## src/rtl/fib_seq_engine.sv

```systemverilog
// fib_seq_engine: computes term n of a recurrence sequence with one addition
// per clock. Supported sequences are Fibonacci, Lucas, seeded Fibonacci and
// Tribonacci. Each term register carries a poison bit. The bit marks a value
// that has lost high-order bits, so overflow is reported only for terms that
// actually reach the result position.
module fib_seq_engine #(
    parameter int WIDTH     = 8,
    parameter int IDX_WIDTH = 8
) (
    input  logic                 clk,
    input  logic                 rst_n,
    input  logic                 start,
    input  logic                 abort,
    input  logic [IDX_WIDTH-1:0] n,
    input  logic [1:0]           mode,
    input  logic [WIDTH-1:0]     seed0,
    input  logic [WIDTH-1:0]     seed1,
    input  logic                 sat_en,
    output logic                 busy,
    output logic                 done,
    output logic [WIDTH-1:0]     result,
    output logic                 overflow
);

    typedef enum logic {IDLE, RUN} state_t;

    state_t               state, state_nxt;
    logic [WIDTH-1:0]     a, b, c;
    logic                 pa, pb, pc;
    logic [IDX_WIDTH-1:0] cnt;
    logic [1:0]           mode_r;
    logic                 sat_r;

    logic                 accept, step_en, finish, trib;
    logic [WIDTH+1:0]     sum_ext;
    logic                 poison_new;

    // Clamp a poisoned term to all-ones when saturation is enabled.
    function automatic logic [WIDTH-1:0] sat_val(input logic [WIDTH-1:0] v,
                                                 input logic p,
                                                 input logic en);
        return (p && en) ? {WIDTH{1'b1}} : v;
    endfunction

    assign accept  = (state == IDLE) && start && !abort;
    assign step_en = (state == RUN) && !abort && (cnt != '0);
    assign finish  = (state == RUN) && !abort && (cnt == '0);
    assign trib    = (mode_r == 2'd3);

    // One adder covers both recurrences. Two guard bits catch the carry of a three-term sum.
    always_comb begin
        sum_ext    = {2'b00, a} + {2'b00, b} + (trib ? {2'b00, c} : '0);
        poison_new = (|sum_ext[WIDTH+1:WIDTH]) | pa | pb | (trib & pc);
    end

    // State register.
    always_ff @(posedge clk or negedge rst_n) begin
        if (!rst_n) state <= IDLE;
        else        state <= state_nxt;
    end

    // Next-state logic. Abort takes priority over both start and completion.
    always_comb begin
        state_nxt = state;
        case (state)
            IDLE: if (accept) state_nxt = RUN;
            RUN:  if (abort || cnt == '0) state_nxt = IDLE;
            default: state_nxt = IDLE;
        endcase
    end

    // Moore output: busy for the whole run.
    always_comb begin
        busy = (state == RUN);
    end

    // Term window, poison bits and step counter: load seeds on accept, advance on each step.
    always_ff @(posedge clk or negedge rst_n) begin
        if (!rst_n) begin
            a      <= '0;
            b      <= '0;
            c      <= '0;
            pa     <= 1'b0;
            pb     <= 1'b0;
            pc     <= 1'b0;
            cnt    <= '0;
            mode_r <= 2'd0;
            sat_r  <= 1'b0;
        end else if (accept) begin
            pa     <= 1'b0;
            pb     <= 1'b0;
            pc     <= 1'b0;
            cnt    <= n;
            mode_r <= mode;
            sat_r  <= sat_en;
            c      <= '0;
            case (mode)
                2'd0: begin a <= '0;         b <= WIDTH'(1); end
                2'd1: begin a <= WIDTH'(2);  b <= WIDTH'(1); end
                2'd2: begin a <= seed0;      b <= seed1;     end
                default: begin a <= '0; b <= '0; c <= WIDTH'(1); end
            endcase
        end else if (step_en) begin
            cnt <= cnt - IDX_WIDTH'(1);
            a   <= b;
            pa  <= pb;
            if (trib) begin
                b  <= c;
                pb <= pc;
                c  <= sum_ext[WIDTH-1:0];
                pc <= poison_new;
            end else begin
                b  <= sum_ext[WIDTH-1:0];
                pb <= poison_new;
            end
        end
    end

    // Completion: publish term n with its overflow flag. Outputs hold until the next completion.
    always_ff @(posedge clk or negedge rst_n) begin
        if (!rst_n) begin
            done     <= 1'b0;
            result   <= '0;
            overflow <= 1'b0;
        end else begin
            done <= finish;
            if (finish) begin
                result   <= sat_val(a, pa, sat_r);
                overflow <= pa;
            end
        end
    end

endmodule
```

## config.mk

```make
export PLATFORM = sky130hd
export DESIGN_NAME = fib_seq_engine
export DESIGN_NICKNAME = d
export VERILOG_FILES = /design/src/rtl/fib_seq_engine.sv
export SDC_FILE = /design/constraint.sdc
export NUM_CORES = 1
export LEC_CHECK = 0
export CORE_AREA = 4 4 87 73
export CTS_BUF_LIST = sky130_fd_sc_hd__clkbuf_4
export CTS_CLUSTER_DIAMETER = 60
export DETAILED_ROUTE_END_ITERATION = 10
export DIE_AREA = 0 0 91 77
export PLACE_DENSITY = 0.9
export SYNTH_ARGS = -nofsm -noshare
export SYNTH_HDL_FRONTEND = slang
export SYNTH_SLANG_ARGS = --single-unit
```

## constraint.sdc

```tcl
create_clock -name clk -period 3.8 [get_ports clk]
set_clock_uncertainty 0.15 [all_clocks]
set_input_delay 0.38 -clock clk [delete_from_list [all_inputs] [get_ports clk]]
set_output_delay 0.38 -clock clk [all_outputs]
set_load 0.02 [all_outputs]
```

==> qor.yml <==
status: "finished, final reports clean"
antenna_found_initial: 0
synth_ff_type: "dfrtp_1"
numCtsBuffers: 5
cp_data_required_time_ns: 3.96
seqPwrFrac_pct: 36.1
place_hpwl_mm: 5.586
crit_type: "reg2reg"
synthToLayoutAreaGrowth_pct: 15.83
clk_pin_slew_ns: 0.15
fin_ws_ns: 0.5882
rsz0062_at_grt: "false"
syn_inst: 329
final_cells: 427
initial_utilization_pct: 55.72
met3_usage_pct: 4.990
dp_slack_ns: 0.6416
yosys.area.top_type: "dfrtp_1"
ys_warn_count: 0
totalWireLength_mm: 7.436
grt_max_degree: 50
num_vias: 2485
yosys.cell_types.count: 55
synth_edf_count: 0
grt_pass1_vias: 2479
clkSinkCount: 49
async_flop_share_pct: 100.0
dr.first_iter.drc_count: 211
chipHeight_um: 77
yosysMostFrequentCell: "dfrtp_1"
first_pass_iters: 4
p_leak_nw: 1.571
synth-seq-area-share_pct: 40.71
grt_pass1_wl_mm: 12.21
drc: 0
holdCritPathClass: "in2async"
gp_congestion: 0.9106
netlist_area_um2: 3012
synth_commonest_cells: "dfrtp_1 (49), nor2_1 (37), nand2_1 (35), nand3_1 (26)"
dieArea_um2: 7007
clock.fmax_mhz: 311.4
fin_crit_ns: 3.212
portBuffers: 41
hold_buffers: 0
wl_per_cell_um: 17.41
synth_seq_cells: 49
grt_util_met2_pct: 33.43
clockBufferDepth: 2
irDropWorstVdd_uv: 335.3
postSynthAreaPerCell_um2: 9.154
post_cts_buffers: 0
p_int_mw: 1.373
antenna_cells: 0
ios: 42
power_frac_comb_pct: 50.6
endpoint_kind: "flop"
fin_crit_sh_pct: 84.52
cts_tree: "yes"
synth_area_leaders: "dfrtp_1 (41%), fa_1 (6.0%), ha_1 (5.8%), nor2_1 (4.6%), nand2_1 (4.4%)"
regArea_um2: 1226
power_mw: 2.397
stdcell_area_um2: 3488
slew_viol_final: 0
switchingPower_mw: 1.024
dieWidth_um: 91
synth_nets: 383
clock_power_share_pct: 13.4
tns_ns: 0
htree_levels: 2
core_area_um2: 5405
cts_resized: 0
swShare_pct: 42.73
globalRouteMet1Util_pct: 31.35
hold_violations: 0
max_slew_margin_pct: 28.47
postRouteAntennaNets: 0
worstPathArrival_ns: 3.37
multi_input_area_um2: 1613
cap_violations: 0
setup_viol: 0
root_buffer: "clkbuf_4"
dp.cells: 419
final_layout_size_suffix_gt1_share_pct: 6.077
track_usage_pct: 21.89
tightest_slew_ns: 1.073
grt-ovfl-total: 0
grt.busiest_layer: "met2"
nets: 415
worstSetupStartpointType: "flop"
rows: 24
nFillCells: 454
p_per_area_nw_per_um2: 687.1
place_area_um2: 3405
netlist.area_leader.share_pct: 40.71
clk_latency_ns: 0.37
via_per_inst: 5.820
crit_fanout: 9
==> cells in the final DEF (no fill, tap or decap), types with 3 or more instances in the layout <==
| cell | instances |
|---|---|
| buf_4 | 3 |
| nor2b_1 | 3 |
| and3_1 | 5 |
| inv_1 | 14 |
| o211ai_1 | 3 |
| mux2i_1 | 6 |
| nand3_1 | 26 |
| clkbuf_4 | 6 |
| xor2_1 | 5 |
| nor2_1 | 37 |
| a31oi_1 | 7 |
| fa_1 | 9 |
| a211oi_1 | 3 |
| nand2_1 | 35 |
| ha_1 | 14 |
| xnor2_1 | 3 |
| a21oi_1 | 22 |
| nand2b_1 | 3 |
| dfrtp_1 | 49 |
| clkdlybuf4s50_1 | 40 |
| o21ai_1 | 5 |
| and2_1 | 4 |
| nor3b_1 | 3 |
| o21ai_0 | 22 |
==> sequential cells by signal, indices dropped and copies added (netlist names), 2 cells and up <==
name and cells:
cnt 8, c 8, mode_r 2, a 8, result 8, b 8
==> logic make-up after synthesis <==
kind of cell,synth area share [%]
adders and majority gates,11.80
muxes,2.368
AOI/OAI and AO/OA,15.83
buffers and inverters,5.733
DFF,40.71
and+or+nand+nor,21.23
xor gates and xnor gates,2.327
==> final timing paths <==
| path | start | endpoint | slack, ns | depth (start not counted) |
|---|---|---|---|---|
| setup / recovery | mode_r[0]$_DFFE_PN0P_ | b[5]$_DFFE_PN0P_ | 0.59 | 12 |
| hold / removal | rst_n | done$_DFF_PN0_ | 0.03 | 1 |
| setup reg to reg | mode_r[0]$_DFFE_PN0P_ | b[5]$_DFFE_PN0P_ | 0.59 | 12 |
| hold reg to reg | sat_r$_DFFE_PN0P_ | sat_r$_DFFE_PN0P_ | 0.35 | 2 |
| max in group asynchronous | rst_n | c[7]$_DFFE_PN0P_ | 2.81 | 1 |
| min in group clk | sat_r$_DFFE_PN0P_ | sat_r$_DFFE_PN0P_ | 0.35 | 2 |
==> critical path, stage by stage (launching register included) <==
cell and delay, ns:
dfrtp_1 0.46, and2_1 0.35, nand2_1 0.15, fa_1 0.38
inv_1 0.06, ha_1 0.15, inv_1 0.06, fa_1 0.39
nor2b_1 0.24, o22a_2 0.22, nor3_1 0.05, or3_1 0.35
a21oi_1 0.12
==> power by group through the flow <==
stage | Sequential [mW] | Combinational [mW] | Clock (mW)
floorplan | 0.883 | 0.781 | 0
global placement | 0.860 | 1.14 | 0
detailed placement | 0.875 | 1.18 | 0
CTS | 0.862 | 1.20 | 0.326
global route | 0.892 | 1.32 | 0.352
finish | 0.864 | 1.21 | 0.320
==> layout make-up <==
cell class,count,area share (%)
clock inverters,2,1.112
clock buffers,6,1.291
well taps,65,2.331
flip-flops and latches,49,35.15
inverters,15,1.614
multi-input cells,246,46.23
repair buffers,44,12.27
==> through the flow <==
stage               hold WS (ns)  util (%)
floorplan               -0.06559         -
global placement          0.3053     62.99
detailed placement        0.3155     62.99
CTS                      0.07103     64.54
global route              0.1119     64.54
finish                   0.02997     64.54
==> routing by layer <==
metal,vias to the layer above,wire (µm)
met3,9,495
met1,1183,3429
li1,1205,-
met2,88,3433
met4,0,76
met5,-,0
(Power assumes the default switching activity.)
